$ cat src/rtl/switch_ctrl_pkg.sv
// Shared definitions for the switch debounce/toggle controller.
package switch_ctrl_pkg;

  // Debounce FSM states: two settled levels and two qualification windows.
  typedef enum logic [1:0] {
    STABLE_LOW  = 2'd0,
    WAIT_HIGH   = 2'd1,
    STABLE_HIGH = 2'd2,
    WAIT_LOW    = 2'd3
  } switch_state_t;

  // Number of consecutive stable synchronized samples used when not overridden.
  localparam int DEFAULT_DEBOUNCE_CYCLES = 4;

endpackage

$ cat src/rtl/sync_2ff.sv
// Two-flop synchronizer bringing a single asynchronous bit into the clock domain.
module sync_2ff (
  input  logic clock,
  input  logic reset,
  input  logic d,
  output logic q
);

  logic meta;

  // Shift the raw bit through two flops; the first may go metastable, the second settles it.
  always_ff @(posedge clock or posedge reset) begin
    if (reset) begin
      meta <= 1'b0;
      q    <= 1'b0;
    end else begin
      meta <= d;
      q    <= meta;
    end
  end

endmodule

$ cat src/rtl/switch_debounce_toggle.sv
// Debounces a bouncing mechanical switch, reports press/release pulses,
// keeps a press-driven toggle and counts rejected transitions.
module switch_debounce_toggle
  import switch_ctrl_pkg::*;
#(
  parameter int DEBOUNCE_CYCLES = DEFAULT_DEBOUNCE_CYCLES,
  parameter int CNT_W           = 16
) (
  input  logic       clock,
  input  logic       reset,
  input  logic       switch,
  output logic       switch_level,
  output logic       press_pulse,
  output logic       release_pulse,
  output logic       toggle_state,
  output logic [7:0] glitch_count
);

  // Terminal count of the qualification window; reaching it while the level holds accepts the change.
  localparam logic [CNT_W-1:0] CNT_LAST = CNT_W'(DEBOUNCE_CYCLES - 1);

  logic               sync_q;
  switch_state_t      state;
  logic [CNT_W-1:0]   cnt;

  sync_2ff u_sync (
    .clock (clock),
    .reset (reset),
    .d     (switch),
    .q     (sync_q)
  );

  // Debounce FSM with registered outputs: a level change must persist for the
  // whole window to be accepted, otherwise it is counted as a glitch.
  always_ff @(posedge clock or posedge reset) begin
    if (reset) begin
      state         <= STABLE_LOW;
      cnt           <= '0;
      switch_level  <= 1'b0;
      press_pulse   <= 1'b0;
      release_pulse <= 1'b0;
      toggle_state  <= 1'b0;
      glitch_count  <= 8'd0;
    end else begin
      press_pulse   <= 1'b0;
      release_pulse <= 1'b0;
      case (state)
        STABLE_LOW: begin
          if (sync_q) begin
            state <= WAIT_HIGH;
            cnt   <= '0;
          end
        end
        WAIT_HIGH: begin
          if (!sync_q) begin
            state <= STABLE_LOW;
            cnt   <= '0;
            if (glitch_count != 8'hFF) glitch_count <= glitch_count + 8'd1;
          end else if (cnt == CNT_LAST) begin
            state        <= STABLE_HIGH;
            cnt          <= '0;
            switch_level <= 1'b1;
            press_pulse  <= 1'b1;
            toggle_state <= ~toggle_state;
          end else begin
            cnt <= cnt + CNT_W'(1);
          end
        end
        STABLE_HIGH: begin
          if (!sync_q) begin
            state <= WAIT_LOW;
            cnt   <= '0;
          end
        end
        WAIT_LOW: begin
          if (sync_q) begin
            state <= STABLE_HIGH;
            cnt   <= '0;
            if (glitch_count != 8'hFF) glitch_count <= glitch_count + 8'd1;
          end else if (cnt == CNT_LAST) begin
            state         <= STABLE_LOW;
            cnt           <= '0;
            switch_level  <= 1'b0;
            release_pulse <= 1'b1;
          end else begin
            cnt <= cnt + CNT_W'(1);
          end
        end
        default: begin
          state <= STABLE_LOW;
          cnt   <= '0;
        end
      endcase
    end
  end

endmodule
$ cat config.mk
export PLATFORM = sky130hd
export DESIGN_NAME = switch_debounce_toggle
export DESIGN_NICKNAME = d
export VERILOG_FILES = /design/src/rtl/switch_ctrl_pkg.sv /design/src/rtl/sync_2ff.sv /design/src/rtl/switch_debounce_toggle.sv
export SDC_FILE = /design/constraint.sdc
export NUM_CORES = 1
export LEC_CHECK = 0
export CAP_MARGIN = 25
export CORE_MARGIN = 2
export CORE_UTILIZATION = 50
export CTS_CLUSTER_SIZE = 16
export DETAILED_ROUTE_END_ITERATION = 16
export PLACE_DENSITY = 0.71
export SKIP_LAST_GASP = 1
export SYNTH_ARGS = -nofsm -noshare
export SYNTH_HDL_FRONTEND = slang
export SYNTH_SLANG_ARGS = --single-unit
$ cat constraint.sdc
create_clock -name clock -period 1.8 [get_ports clock]
set_input_delay 0.27 -clock clock [delete_from_list [all_inputs] [get_ports clock]]
set_output_delay 0.27 -clock clock [all_outputs]
set_load 0.02 [all_outputs]
* Word level (Yosys, flattened, before mapping) *
Cells that the tools add are included.

storage, ports and cells
  latch bits = 0
  memories kept = 0
  memory bits (read-only) = 0
  output and inout port bits = 12
  input port bits = 3
  logic and storage cells = 61
  register bits = 32
  memory bits (writable) = 0

operators by class
  $add $sub $neg = 2
  shift-type cells = 0
  equality and inequality tests = 15
  $lt $le $gt $ge = 0
  $mul = 0
  multiplexer cells = 27
  divide/modulo/power cells = 0
  reduce and logical (&&, ||, !) cells = 7
  bitwise logic cells = 1

operators by type and width
  cell                   number
  $mux 16                5
  $pmux 16 s4            1
  $mux 8                 3
  $add 16x1->16 const B  1
  $eq 16x2->1 const B    1
  $pmux 8 s2             1
  $mux 2                 6
  $ne 2x2->1 const B     5
  $mux 1                 9
  $add 8x1->8 const B    1
  $ne 8x8->1 const B     1
  $pmux 2 s4             1
  $ne 2x1->1 const B     3
  $reduce_and 3->1       2
  $reduce_and 5->1       1
  $eq 2x2->1 const B     2
  $reduce_and 4->1       1
  $ne 3x2->1 const B     1
  $ne 3x3->1 const B     1
  $eq 2x1->1 const B     1
  $logic_not 2->1        1
  $pmux 1 s2             1
  $reduce_and 2->1       1
  $reduce_bool 2->1      1
  $not 1->1              1

* Depth between registers and ports, before layout *
Gate-level depths: netlist (run 1).

  depth after elaboration = 4
  depth in mapped cells = 8
  depth with buffers taken out = 6

* Modules after synthesis *
Synthesis (run 1) repeated with hierarchy kept, for this count alone.

unflattened totals
  cell total of the unflattened synthesis = 161
  area total of the unflattened synthesis = 1,569.0 um^2

modules (own cells, without submodules)
  module                  area an instance (um^2)  seq. area each (um^2)  cells an instance  times used
  switch_debounce_toggle  1,515.2                  750.7                  158                1
  sync_2ff                53.8                     50.0                   3                  1

* Worst setup path after synthesis (run 1) *
OpenSTA, ideal clock, no wires.

  kind = flip-flop to flip-flop
  start point = register cnt[0]
  end point = register cnt[9]
  clock period less this slack = 1.735 ns
  arrival time = 1.608 ns
  stages on the path, launching flop included = 9
  data required time = 1.672 ns
  path slack = 0.065 ns
  library setup time = 0.128 ns
  path buffers = 2
  cells stage by stage = dfrtp_1 ha_1 nor4b_1 and4_2 nor2_2 buf_6 buf_8 a31oi_1 o31ai_1

on the way
  word-level cells in the longest chain between the ends = 4
  elaborated cells on any way between the ends = 6
  those cells by class = add/sub: 1; eq/ne: 1; mux: 4

RTL lines
  what                                          line                                                        RTL
  from (decl)                                   switch_debounce_toggle.sv:24                                logic [CNT_W-1:0] cnt;
  from (signal assigned)                        switch_debounce_toggle.sv:66                                cnt <= cnt + CNT_W'(1);
  from (signal assigned)                        switch_debounce_toggle.sv:86                                cnt <= cnt + CNT_W'(1);
  $add 16x1->16 or $eq 16x2->1 (tied branches)  -
  $mux 16 *                                     switch_debounce_toggle.sv:59, switch_debounce_toggle.sv:80
  $mux 16, on equally long branches             switch_debounce_toggle.sv:76, switch_debounce_toggle.sv:55
  $pmux 16 s4 *                                 switch_debounce_toggle.sv:47                                case (state)

Every way passes the cells marked *; elsewhere a longest branch is shown, timed or not.
A chain may end at the register's enable or synchronous reset.

* Worst setup path in the final report (run 1) *
  start point = register cnt[4]
  end point = register cnt[9]

The elaborated chain is that of the path after synthesis.

==> results.py, run 1 <==
metrics = {
    "status": {
        "status": "complete, no violations",
    },
    "place": {
        "place_area_mm2": 0.00177,
        "port_buffers": 14,
        "gp_congestion": 0.873,
        "hpwl_mm": 2.38,
    },
    "power_and_ir_drop": {
        "power.leakage_nw": 0.814,
        "p_total_mw": 2.21,
        "ir_worst_vdd_mv": 0.794,
        "p_per_area_mw_per_mm2": 1170,
    },
    "final_layout": {
        "layout-drive-gt1-share_pct": 17.6,
        "num_antenna_cells": 0,
        "fin_area_mm2": 0.00189,
        "area_growth_pct": 21.8,
        "layout.nets": 192,
    },
    "sta": {
        "max_slew_margin_pct": 73.2,
        "fmax_ghz": 0.570,
        "setup_viol_count_final": 0,
        "post-route-min-period_ns": 1.75,
        "fin_skew_ns": 0.00934,
        "post-route-period-util_pct": 97.4,
        "finalMaxSlewViolations": 0,
        "tightest_slew_ns": 0.401,
        "rsz0062_at_grt": "true",
        "final-hold-violation-count": 0,
    },
    "min_path": {
        "hold_class": "in -> async",
    },
    "global_routing": {
        "grt_start_max_net_pins": 33,
        "grt_first_pass_wirelength_mm": 5.85,
        "grt_use_total_pct": 22.2,
        "antenna_found_initial": 0,
        "grt-ovfl-total": 0,
        "grt_pass1_vias": 1388,
    },
    "drt": {
        "drtIter0Drc": 88,
        "ant_nets": 0,
        "wl_per_cell_um": 15.2,
        "num_vias": 1319,
        "viasPerCell": 5.97,
        "drc": 0,
        "routed_wl_mm": 3.36,
        "drt_pass1_iterations": 4,
    },
    "die": {
        "rows": 20,
        "start_util_pct": 51.7,
        "coreArea_mm2": 0.00300,
        "die_area_mm2": 0.00357,
        "fp.dieW_um": 59.7,
        "die_h_um": 59.7,
        "pin_count": 15,
    },
    "logic_synthesis": {
        "synth_area_leaders": "dfrtp_1 (52%), nand3_1 (4.5%), xnor2_1 (3.4%)",
        "yosys_warnings": 0,
        "synth_cell_types": 36,
        "syn-cell-area_mm2": 0.00155,
        "synth-edff-count": 0,
        "yosys_most_used_dff": "dfrtp_1",
        "ys_seq_elements": 32,
        "syn_avg_cell_area_um2": 9.89,
        "synthArstFlopShare_pct": 100,
        "syn_inst": 157,
        "synth-seq-area-share_pct": 51.6,
        "synth_nets": 162,
        "synth_area_leader_cell": "dfrtp_1",
        "yosys.area.top_type_share_pct": 51.6,
    },
    "cts": {
        "cts-root-buf": "clkbuf_4",
        "clock_latency_ns": 0.34,
        "cts_tree": "yes",
        "htreeDepth": 2,
        "cts_buffers": 5,
        "cts.clk_slew.worst_paths_ns": 0.10,
        "clock_sinks": 32,
        "cts_buffer_depth": 2,
    },
    "setup_path": {
        "arrival_ns": 1.97,
        "required_ns": 2.02,
        "crit_fanout": 7,
        "reg2reg_depth": 6,
        "cp-start-kind": "flip-flop",
        "reg2reg_slack_ns": 0.05,
        "crit_type": "reg -> reg",
        "crit-reg2reg-launch": "cnt[4]$_DFFE_PP0P_",
        "r2r-end": "cnt[9]$_DFFE_PP0P_",
        "end_kind": "flip-flop",
    },
    "flow_run": {
        "drv_cap": 0,
    },
}
==> worst max-delay path, cell delays in order, from the launching register on <==
cell	delay, ns
dfrtp_1	0.45
nor4_2	0.36
and4_4	0.32
nor2_4	0.06
buf_4	0.16
a31oi_1	0.18
o31ai_1	0.10
==> cells in the final DEF (no fill, tap or decap), types with 6 or more instances in the layout <==
master           Yosys  final
a21oi_1             10     10
a31oi_1              8      8
buf_4                0     14
clkdlybuf4s50_1      0     14
dfrtp_1             32     32
inv_1                7      7
nand2_1             13     13
nand3_1             14     14
nand4_1              6      6
nor2_1               9      9
o21ai_0              9      9
xnor2_1              6      6
==> how the worst max path moves through the flow <==
stage | from | endpoint | slack (ns) | cells past startpoint
global placement | cnt[0]$_DFFE_PP0P_ | cnt[5]$_DFFE_PP0P_ | 0.06 | 6
floorplan | cnt[0]$_DFFE_PP0P_ | cnt[9]$_DFFE_PP0P_ | 0.06 | 8
CTS | cnt[1]$_DFFE_PP0P_ | cnt[9]$_DFFE_PP0P_ | -0.005 | 7
global route | cnt[4]$_DFFE_PP0P_ | cnt[9]$_DFFE_PP0P_ | -0.04 | 6
finish | cnt[4]$_DFFE_PP0P_ | cnt[9]$_DFFE_PP0P_ | 0.05 | 6
detailed placement | cnt[0]$_DFFE_PP0P_ | cnt[9]$_DFFE_PP0P_ | -0.14 | 7
==> registers in the layout (all words and copies together), names as in the netlist, named ones only <==
name	flops
cnt	16
glitch_count	8
press_pulse	1
release_pulse	1
state	1
switch_level	1
toggle_state	1
u_sync.meta	1
u_sync.q	1
==> repair_timing <==
| item | CTS | global route |
|---|---|---|
| hold buffers | 0 | 0 |
| setup endpoints to repair | 13 | 15 |
| buffers inserted | 1 | 2 |
| pin swaps | 0 | 1 |
| gates resized for setup | 4 | 3 |
==> cells by family after synthesis <==
logic type	Yosys count	share of synthesized area [%]
XOR/XNOR	10	5.64
AND/OR/NAND/NOR	66	22.6
flip-flops	32	51.6
buffers and inverters	12	4.67
multiplexers	2	1.37
AO/OA/AOI/OAI	33	12.5
adder cells (fa/ha/maj)	2	1.61
==> synth_stat cells (2+ instances only) <==
cell type	count
a21oi_1	10
a31oi_1	8
and3_1	2
and4_2	2
buf_6	2
dfrtp_1	32
ha_1	2
inv_1	7
nand2_1	13
nand3_1	14
nand4_1	6
nor2_1	9
nor3_1	5
nor4_1	2
o211ai_1	2
o21ai_0	9
or3_1	5
xnor2_1	6
xor2_1	4
==> metrics by stage <==
stage	hold WS [ns]	std cells	utilization, %	TNS [ns]	worst slack [ns]
5_1_grt	0.356	221	63.0	-0.119	-0.0421
6_report	0.307	221	63.0	0	0.0460
2_1_floorplan	0.301	157	-	0	0.0647
4_1_cts	0.322	219	61.9	-0.00547	-0.00547
3_3_place_gp	0.332	210	59.0	0	0.0569
3_5_place_dp	0.358	210	59.0	-0.650	-0.137
==> where the power goes <==
| group | switching, mW | internal (mW) |
|---|---|---|
| clock network | 0.244 | 0.186 |
| logic | 0.422 | 0.383 |
| registers | 0.146 | 0.829 |
| total | 0.812 | 1.40 |
==> routing by layer <==
metal  track usage, %  wire (um)  vias up
met5                0          0        -
met4             9.84         54        0
met3             8.23        162        9
met2             36.5       1710       30
met1             25.8       1440      646
li1                 -          -      634
==> area by class of cell <==
cell class                 instances  area, um^2
tap                               33        41.3
multi-input combinational        113         716
fill                             252        1110
sequential                        32         801
inverter                           7        26.3
clock buffer                       6        51.3
clock inverter                     2        10.0
timing repair buffer              28         245
(Power assumes the default switching activity.)
==> run 2, diff against run 1 <==
--- a/config.mk
+++ b/config.mk
@@ -6,7 +6,7 @@
 export NUM_CORES = 1
 export LEC_CHECK = 0
 export CAP_MARGIN = 25
-export CORE_MARGIN = 2
+export CORE_MARGIN = 3
 export CORE_UTILIZATION = 50
 export CTS_CLUSTER_SIZE = 16
 export DETAILED_ROUTE_END_ITERATION = 16
==> run 2 against run 1 <==
Effect of this change:
- clock-buffer cell count rose by 1
- non-clock buffer count rose by 3
- combinational power rose by 5.7%
- register-to-register slack barely moved
- global-route usage fell by 2.4 points
- cell area rose by 3.4%
- first-iteration DRC count fell by 36%
- worst hold slack got worse by 0.0089 ns
- highest routed layer unchanged
- die area rose by 6.8%
- flip-flop and latch count did not move
==> results.py, run 2 (same netlist as run 1, synthesis figures left out) <==
metrics = {
    "status": {
        "status": "complete, no violations",
    },
    "cts": {
        "cts-root-buf": "clkbuf_4",
        "cts_hold_buf": 0,
        "htreeDepth": 2,
        "cts_buffers": 5,
        "cts_buffer_depth": 2,
        "cts.clk_slew.worst_paths_ns": 0.11,
        "clock_latency_ns": 0.33,
        "cts_tree": "yes",
        "clock_sinks": 32,
    },
    "power_and_ir_drop": {
        "power.leakage_nw": 0.837,
        "p_total_mw": 2.44,
        "switching_share_pct": 33.6,
        "p_per_area_mw_per_mm2": 1250,
        "clkPwrFrac_pct": 25.4,
        "seqPwrFrac_pct": 39.6,
        "ir_worst_vdd_mv": 1.18,
        "power_frac_comb_pct": 35.0,
        "p_int_mw": 1.62,
        "switching_power_mw": 0.818,
    },
    "global_routing": {
        "grt_first_pass_wirelength_mm": 5.55,
        "grt_start_max_net_pins": 33,
        "grt_pass1_vias": 1190,
        "grt-ovfl-total": 0,
        "antenna_found_initial": 0,
        "grt_use_total_pct": 19.9,
    },
    "place": {
        "port_buffers": 14,
        "hpwl_mm": 2.25,
        "gp_congestion": 0.872,
        "place_area_mm2": 0.00178,
    },
    "setup_path": {
        "cpPeakStageDelay_ns": 0.39,
        "reg2reg_slack_ns": 0.06,
        "crit_type": "reg -> reg",
        "crit-reg2reg-launch": "cnt[1]$_DFFE_PP0P_",
        "crit_chain": "ha_2 -> nor4b_4 -> and4_4 -> nor2_2 -> buf_6 -> o211ai_1 -> o21ai_0",
        "arrival_ns": 1.96,
        "critPathBufInv": 1,
        "reg2reg_depth": 7,
        "required_ns": 2.02,
        "crit_fanout": 13,
        "r2r-end": "cnt[8]$_DFFE_PP0P_",
        "end_kind": "flip-flop",
        "crit_slowest_cell": "dfrtp_1",
        "cp-start-kind": "flip-flop",
        "crit_family": "simple AND/OR/NAND/NOR gates",
    },
    "final_layout": {
        "largest_reg_flops": 16,
        "final_cell_mix": "dfrtp_1 (30), buf_4 (16), nand3_1 (14), clkdlybuf4s50_1 (14), nand2_1 (13)",
        "layout.nets": 195,
        "layout-drive-gt1-share_pct": 20.9,
        "final_common_cell": "dfrtp_1",
        "reg_top3": "cnt x16, glitch_count x8",
        "fin_area_mm2": 0.00195,
        "largest-register": "cnt",
        "area_growth_pct": 25.9,
        "postLayoutCoreUtil_pct": 68.5,
        "num_antenna_cells": 0,
    },
    "die": {
        "pin_count": 15,
        "die_h_um": 61.7,
        "fp.dieW_um": 61.7,
        "start_util_pct": 54.4,
        "coreArea_mm2": 0.00285,
        "die_area_mm2": 0.00381,
        "rows": 19,
    },
    "drt": {
        "drtIter0Drc": 56,
        "drc": 0,
        "wl_per_cell_um": 15.2,
        "num_vias": 1290,
        "routed_wl_mm": 3.38,
        "drt_pass1_iterations": 4,
        "ant_nets": 0,
        "viasPerCell": 5.81,
    },
    "flow_run": {
        "drv_cap": 0,
    },
    "sta": {
        "fmax_ghz": 0.574,
        "fin_skew_ns": 0.0160,
        "tightest_slew_ns": 0.389,
        "post-route-period-util_pct": 96.7,
        "finalMaxSlewViolations": 0,
        "tns_ns": 0,
        "final-hold-violation-count": 0,
        "post-route-min-period_ns": 1.74,
        "max_slew_margin_pct": 74.1,
        "setup_viol_count_final": 0,
        "rsz0062_at_grt": "true",
    },
    "min_path": {
        "hold_class": "in -> async",
    },
}
-- run 2: cell types whose count changed in the layout (fill, tap and decap cells not counted) --
cell / delta
buf_4: +2
clkinv_2: -2
dfrtp_1: -2
dfrtp_2: +2
a31oi_1: -1
a31oi_2: +1
buf_6: +1
bufinv_16: +1
clkbuf_8: +1
ha_1: -1
ha_2: +1
nor2_2: +1
nor2_4: -1
-- run 2: final cells by class --
class	count	area, um^2
Clock inverter	1	30.0
Inverter	7	26.3
Clock buffer	7	65.1
Tap cell	31	38.8
Fill cell	216	898
Multi-Input combinational cell	113	719
Timing Repair Buffer	31	272
Sequential cell	32	803
-- run 2: power groups by stage --
stage	Clock (mW)	Sequential [mW]	Combinational [mW]
after floorplan	0	1.04	0.425
after global placement	0	0.965	0.761
after detailed placement	0	0.972	0.771
after CTS	0.625	0.961	0.793
after global routing	0.663	0.986	0.932
final	0.619	0.965	0.852
-- run 2: how the worst max path moves through the flow --
| stage | start | endpoint | slack, ns | cells past startpoint |
|---|---|---|---|---|
| 5_1_grt | cnt[8]$_DFFE_PP0P_ | cnt[15]$_DFFE_PP0P_ | -0.05 | 6 |
| 3_3_place_gp | cnt[1]$_DFFE_PP0P_ | cnt[10]$_DFFE_PP0P_ | 0.07 | 6 |
| 3_5_place_dp | cnt[1]$_DFFE_PP0P_ | cnt[8]$_DFFE_PP0P_ | -0.11 | 7 |
| 6_report | cnt[1]$_DFFE_PP0P_ | cnt[8]$_DFFE_PP0P_ | 0.06 | 7 |
| 4_1_cts | cnt[1]$_DFFE_PP0P_ | cnt[8]$_DFFE_PP0P_ | 0.02 | 7 |
| 2_1_floorplan | cnt[0]$_DFFE_PP0P_ | cnt[9]$_DFFE_PP0P_ | 0.06 | 8 |
-- run 2: routing by layer --
metal | GRT usage [%] | vias to the layer above | wire length [um]
met5 | 0 | - | 0
met4 | 8.18 | 0 | 45
met3 | 5.37 | 8 | 165
met2 | 31.5 | 42 | 1680
met1 | 25.7 | 611 | 1490
li1 | - | 629 | -
-- run 2: repair_timing --
item | CTS | global route
pin swaps | 0 | 3
gates resized for setup | 4 | 7
endpoints found under the hold margin | 0 | 0
setup endpoints to repair | 13 | 14
buffers inserted | 0 | 5
-- run 2: stage by stage --
step | worst slack [ns] | hold slack (ns) | cells
floorplan | 0.0647 | 0.301 | 157
global placement | 0.0676 | 0.336 | 209
detailed placement | -0.110 | 0.348 | 209
CTS | 0.0240 | 0.313 | 217
global route | -0.0547 | 0.346 | 222
finish | 0.0585 | 0.298 | 222
-- run 2: worst reg2reg max path, cell delays in order (launching register included) --
cell and delay (ns):
dfrtp_1 0.39, ha_2 0.21, nor4b_4 0.24, and4_4 0.30
nor2_2 0.07, buf_6 0.15, o211ai_1 0.16, o21ai_0 0.10
==> run 3, diff against run 2 <==
--- a/config.mk
+++ b/config.mk
@@ -5,7 +5,7 @@
 export SDC_FILE = /design/constraint.sdc
 export NUM_CORES = 1
 export LEC_CHECK = 0
-export CAP_MARGIN = 25
+export CAP_MARGIN = 20
 export CORE_MARGIN = 3
 export CORE_UTILIZATION = 50
 export CTS_CLUSTER_SIZE = 16
==> results of run 3 <==
Same layout as run 2: the final DEF is identical, and so are final timing and power.
